[config.mk]
export PLATFORM = sky130hd
export DESIGN_NAME = fetch_unit
export DESIGN_NICKNAME = d
export VERILOG_FILES = /design/src/rtl/fetch_unit_pkg.sv /design/src/rtl/fetch_unit.sv
export SDC_FILE = /design/constraint.sdc
export NUM_CORES = 1
export LEC_CHECK = 0
export BUFFER_PORTS_ARGS = -buffer_cell sky130_fd_sc_hd__buf_2
export CORE_MARGIN = 2
export CORE_UTILIZATION = 45
export DETAILED_ROUTE_END_ITERATION = 8
export GPL_TIMING_DRIVEN = 0
export PLACE_DENSITY = 0.68
export SLEW_MARGIN = 30
export SYNTH_ARGS = -nofsm -noshare
export SYNTH_HDL_FRONTEND = slang
export SYNTH_SLANG_ARGS = --single-unit
[constraint.sdc]
create_clock -name Clock -period 2.4 [get_ports Clock]
set_input_delay 0.24 -clock Clock [delete_from_list [all_inputs] [get_ports Clock]]
set_output_delay 0.24 -clock Clock [all_outputs]
set_load 0.01 [all_outputs]
[src/rtl/fetch_unit_pkg.sv]
// Shared definitions for the instruction-fetch stage: state encoding,
// bubble value, reset PC and the output-slot record.
package fetch_unit_pkg;

    typedef enum logic [1:0] {
        FETCH   = 2'd0,
        HOLD    = 2'd1,
        DISCARD = 2'd2
    } fetch_state_t;

    localparam logic [31:0] NOP_WORD         = 32'h0000_0000;
    localparam logic [31:0] RESET_PC_DEFAULT = 32'h0000_0000;

    typedef struct packed {
        logic [31:0] instr;
        logic [31:0] pc4;
    } slot_t;

    localparam slot_t BUBBLE = '{instr: NOP_WORD, pc4: 32'h0};

endpackage

[src/rtl/fetch_unit.sv]
// Instruction fetch: owns the PC, talks to a variable-latency instruction
// memory, and feeds the IF/ID register, honouring redirect and decode stall.
module fetch_unit
    import fetch_unit_pkg::*;
#(
    parameter logic [31:0] RESET_PC = RESET_PC_DEFAULT
) (
    input  logic        Clock,
    input  logic        Reset,
    input  logic        PCSel,
    input  logic [31:0] BranchTarget,
    input  logic        Stall_ID,
    output logic        IMemReq,
    output logic [31:0] IMemAddr,
    input  logic        IMemReady,
    input  logic [31:0] IMemData,
    output logic [31:0] InstructionOut,
    output logic [31:0] PCPlusFourOut,
    output logic        FetchValid
);

    fetch_state_t state, state_nxt;
    logic [31:0]  pc, pc_nxt, pc_plus4;
    slot_t        out_q, out_nxt, hold_q, hold_nxt;
    logic         vld_q, vld_nxt;
    logic         slot_free;

    assign pc_plus4  = pc + 32'd4;
    assign slot_free = !vld_q || !Stall_ID;

    always_comb begin
        state_nxt = state;
        pc_nxt    = pc;
        out_nxt   = out_q;
        vld_nxt   = vld_q;
        hold_nxt  = hold_q;
        if (PCSel) begin
            pc_nxt   = BranchTarget & 32'hFFFF_FFFC;
            out_nxt  = BUBBLE;
            vld_nxt  = 1'b0;
            hold_nxt = BUBBLE;
            // An unanswered request is still in flight at the old address.
            state_nxt = (state != HOLD && !IMemReady) ? DISCARD : FETCH;
        end else begin
            unique case (state)
                FETCH: begin
                    if (IMemReady) begin
                        pc_nxt = pc_plus4;
                        if (slot_free) begin
                            out_nxt = '{instr: IMemData, pc4: pc_plus4};
                            vld_nxt = 1'b1;
                        end else begin
                            hold_nxt  = '{instr: IMemData, pc4: pc_plus4};
                            state_nxt = HOLD;
                        end
                    end else if (!Stall_ID) begin
                        out_nxt = BUBBLE;
                        vld_nxt = 1'b0;
                    end
                end
                HOLD: begin
                    if (!Stall_ID) begin
                        out_nxt   = hold_q;
                        vld_nxt   = 1'b1;
                        state_nxt = FETCH;
                    end
                end
                DISCARD: begin
                    if (IMemReady) state_nxt = FETCH;
                end
                default: state_nxt = FETCH;
            endcase
        end
    end

    always_ff @(posedge Clock) begin
        if (!Reset) begin
            state  <= FETCH;
            pc     <= RESET_PC;
            out_q  <= BUBBLE;
            vld_q  <= 1'b0;
            hold_q <= BUBBLE;
        end else begin
            state  <= state_nxt;
            pc     <= pc_nxt;
            out_q  <= out_nxt;
            vld_q  <= vld_nxt;
            hold_q <= hold_nxt;
        end
    end

    assign IMemReq        = (state == FETCH) || (state == DISCARD);
    assign IMemAddr       = pc;
    assign InstructionOut = out_q.instr;
    assign PCPlusFourOut  = out_q.pc4;
    assign FetchValid     = vld_q;

endmodule

==> flow_metrics.tcl <==
set metrics [dict create \
    cts.htree.levels 4 \
    synthMuxAreaShare 0.003411 \
    first_pass_iters 5 \
    startpoint_type "register" \
    pin_count 167 \
    dp.cells 1291 \
    holdPathEnd "IMemAddr[27]$_SDFFE_PN0P_" \
    syn_area_per_cell_um2 8.035 \
    hold-path-cell-count 2 \
    grt.total_usage 0.2567 \
    drive_above_1_share 0.2231 \
    grt_pass1_vias 6763 \
    io_buffers 159 \
    clk_path_buf_depth 2 \
    irDropWorstVdd_mv 0.5339 \
    cts_resized 0 \
    num_vias 7257 \
    ys.warnings.count 0 \
    place_area_um2 8413 \
    status "complete, no violations" \
    fin_crit_sh 0.9249 \
    gp_congestion 0.9079 \
    clock_skew_ps 10.09 \
    ys_dominant_reg_cell "dfxtp_1" \
    cp_slowest_cell "dfxtp_1" \
    drt_iter0_markers 518 \
    slew_violations 0 \
    fin_ws_ps 180.3 \
    regArea_um2 3143 \
    cp.arrival_ps 2590 \
    synth-edff-count 0 \
    r2r-start "IMemAddr[2]$_SDFFE_PN0P_" \
    ys_ff_latch 157 \
    cts_tree "yes" \
    antenna_cells 0 \
    crit_chain "ha_1 -> nand3_2 -> nand2b_1 -> nor4_1 -> o21ai_0 -> a21oi_1" \
    p_per_area_nw_per_um2 716.7 \
    yosys.area_share.adder 0.003070 \
    antenna_found_initial 0 \
    clk_latency_ps 430 \
    hpwl_um 16350 \
    grt_pass1_wl_um 35810 \
    critPathKind "register to register" \
    synth_top_family_by_area "simple AND/OR/NAND/NOR gates" \
    hp-start "BranchTarget[27]" \
    max_stage_delay_ps 500 \
    reg2reg_to "PCPlusFourOut[30]$_SDFFE_PP0P_" \
    synth_compound_area_frac 0.2047 \
    fp.dieW_um 131.7 \
    max_freq_ghz 0.4505 \
    pre_cts_ws_ps -120.4 \
    grt_overflow_total 0 \
    synth_xor_area_frac 0.06089 \
    cts.clk_slew.worst_paths_ps 60 \
    cts-root-buf "clkbuf_16" \
    setup-tns-final_ps 0 \
    reg2regPathDepth 6 \
    synthCells 913 \
    cts_buffers 17 \
    final_nets 1164 \
    yosys.area_share.simple 0.2367 \
    ys_async_sr_fraction 0 \
    cp-end-kind "register" \
    synth.distinct_cells 60 \
    hold_buffers 0 \
    tightest_slew_ps 592.9 \
    wire_per_inst_um 16.82 \
    num-fill-cells 1541 \
    initial_core_util 0.4618 \
    cts_setup_buffers 0 \
    rsz0062_at_grt "no" \
    row_count 46 \
    finalNonFillerCells 1323 \
    p_leak_nw 3.653 \
    dieArea_um2 17340 \
    synth_area_um2 7336 \
    stdcell_area_um2 9089 \
    die_y_um 131.7 \
    yosysSeqAreaShare 0.4284 \
    required_ps 2770 \
    cts.sinks 157 \
    core_area_um2 15890 \
    slew_headroom 0.6047 \
    syn2layout_area_growth_pct 23.90 \
    hold_viol 0 \
    wirelength_um 22250 \
    hp-class "input pin to register" \
    drc_errors 0 \
    grt_max_degree 17 \
    multiInputGateArea_um2 3760 \
    fin_crit_ps 2220 \
    antenna_left 0 \
    rrSetupSlack_ps 180 \
    drv_cap 0 \
    viasPerCell 5.485 \
    crit_fanout 10 \
    setup_viol 0 \
]
cells in the final DEF (no fill, tap or decap), types with 6 or more instances in the layout:
master     count
buf_2        185
dfxtp_1      157
nand2_1      155
a21oi_1       89
nor2_1        71
o21ai_0       63
nand3_1       53
clkbuf_1      51
a311oi_1      33
xor2_1        32
xnor2_1       19
clkbuf_16     17
nor3_1        16
nand4_1       14
a211oi_1      14
and2_1        10
and4_1         8
a31oi_1        8
inv_1          7
buf_4          6
and3_1         6
o221ai_1       6
flip-flops by register name (all words and copies together) (netlist names):
signal / flops
IMemAddr: 30
PCPlusFourOut: 30
state: 2
FetchValid: 1
hold_q: 62
InstructionOut: 32
cell families (layout without fill, tap and decap cells):
family / count (synthesis) / after routing
and+or+nand+nor: 362 / 362
AOI/OAI and AO/OA: 241 / 241
DFF: 157 / 157
buffers and inverters: 97 / 288
xor gates and xnor gates: 51 / 51
adders and majority gates: 2 / 2
muxes: 2 / 2
other: 1 / 4
critical path: cells and delay by family, from the launching register on:
family	cells	cell delay, ps
simple gates	3	1070
flops	1	500
compound gates	2	300
fa+ha+maj	1	270
synthesized netlist by cell type (all sizes together), types with 3 or more instances:
| master | count | share of area |
|---|---|---|
| nor2 | 71 | 0.036 |
| nand4 | 17 | 0.018 |
| a2bb2oi | 3 | 0.0036 |
| nor3 | 18 | 0.015 |
| xor2 | 32 | 0.038 |
| xnor2 | 19 | 0.023 |
| and3 | 6 | 0.0051 |
| a21o | 3 | 0.0031 |
| a311oi | 33 | 0.039 |
| inv | 7 | 0.0036 |
| a31oi | 8 | 0.0068 |
| and2 | 11 | 0.0094 |
| nor3b | 3 | 0.0038 |
| and4 | 9 | 0.011 |
| a211oi | 14 | 0.014 |
| o221a | 3 | 0.0046 |
| clkbuf | 52 | 0.027 |
| nand2b | 3 | 0.0026 |
| nand2 | 155 | 0.079 |
| buf | 38 | 0.032 |
| o211a | 4 | 0.0055 |
| o21ai | 66 | 0.046 |
| o221ai | 6 | 0.0072 |
| a21oi | 89 | 0.061 |
| nor2b | 4 | 0.0034 |
| dfxtp | 157 | 0.43 |
| nor4 | 7 | 0.010 |
| nand3 | 54 | 0.038 |
routing by layer:
metal  share of wire  up-vias  GRT usage
met4           0.017        0    0.08152
met1            0.45     3346     0.3443
met2            0.46      304     0.4136
met3           0.074       29    0.05401
li1                -     3578          -
met5               0        -          0
stage by stage:
step	util	hold slack, ps	power (mW)
floorplan	-	365.6	3.251
global placement	0.5296	442.5	3.546
detailed placement	0.5296	447.0	3.550
CTS	0.5711	33.94	6.534
global route	0.5721	26.73	6.751
finish	0.5721	35.75	6.514
power by group:
| part | switching [mW] | internal [mW] |
|---|---|---|
| logic | 0.449 | 0.277 |
| clock network | 1.09 | 1.93 |
| registers | 0.0777 | 2.70 |
cell type report:
type	instances	share of cell area
multi-input combinational	662	0.4137
sequential	157	0.3458
timing repair buffer	159	0.08756
clock buffer	22	0.05218
buffer	90	0.04777
tap	216	0.02974
clock inverter	10	0.02037
inverter	7	0.002891
how the worst max path moves through the flow:
stage	startpoint	endpoint	slack, ps	cells past startpoint
after CTS	state[0]$_SDFFE_PN0P_	hold_q[8]$_SDFFE_PP0P_	30	6
after detailed placement	PCSel	hold_q[38]$_SDFFE_PP0P_	-120	7
after global routing	state[0]$_SDFFE_PN0P_	InstructionOut[21]$_SDFFE_PP0P_	5	6
final	IMemAddr[2]$_SDFFE_PN0P_	PCPlusFourOut[30]$_SDFFE_PP0P_	180	6
after floorplan	IMemAddr[2]$_SDFFE_PN0P_	hold_q[30]$_SDFFE_PP0P_	550	6
after global placement	PCSel	PCPlusFourOut[5]$_SDFFE_PP0P_	-110	7
Power figures use the tool's default switching activity.
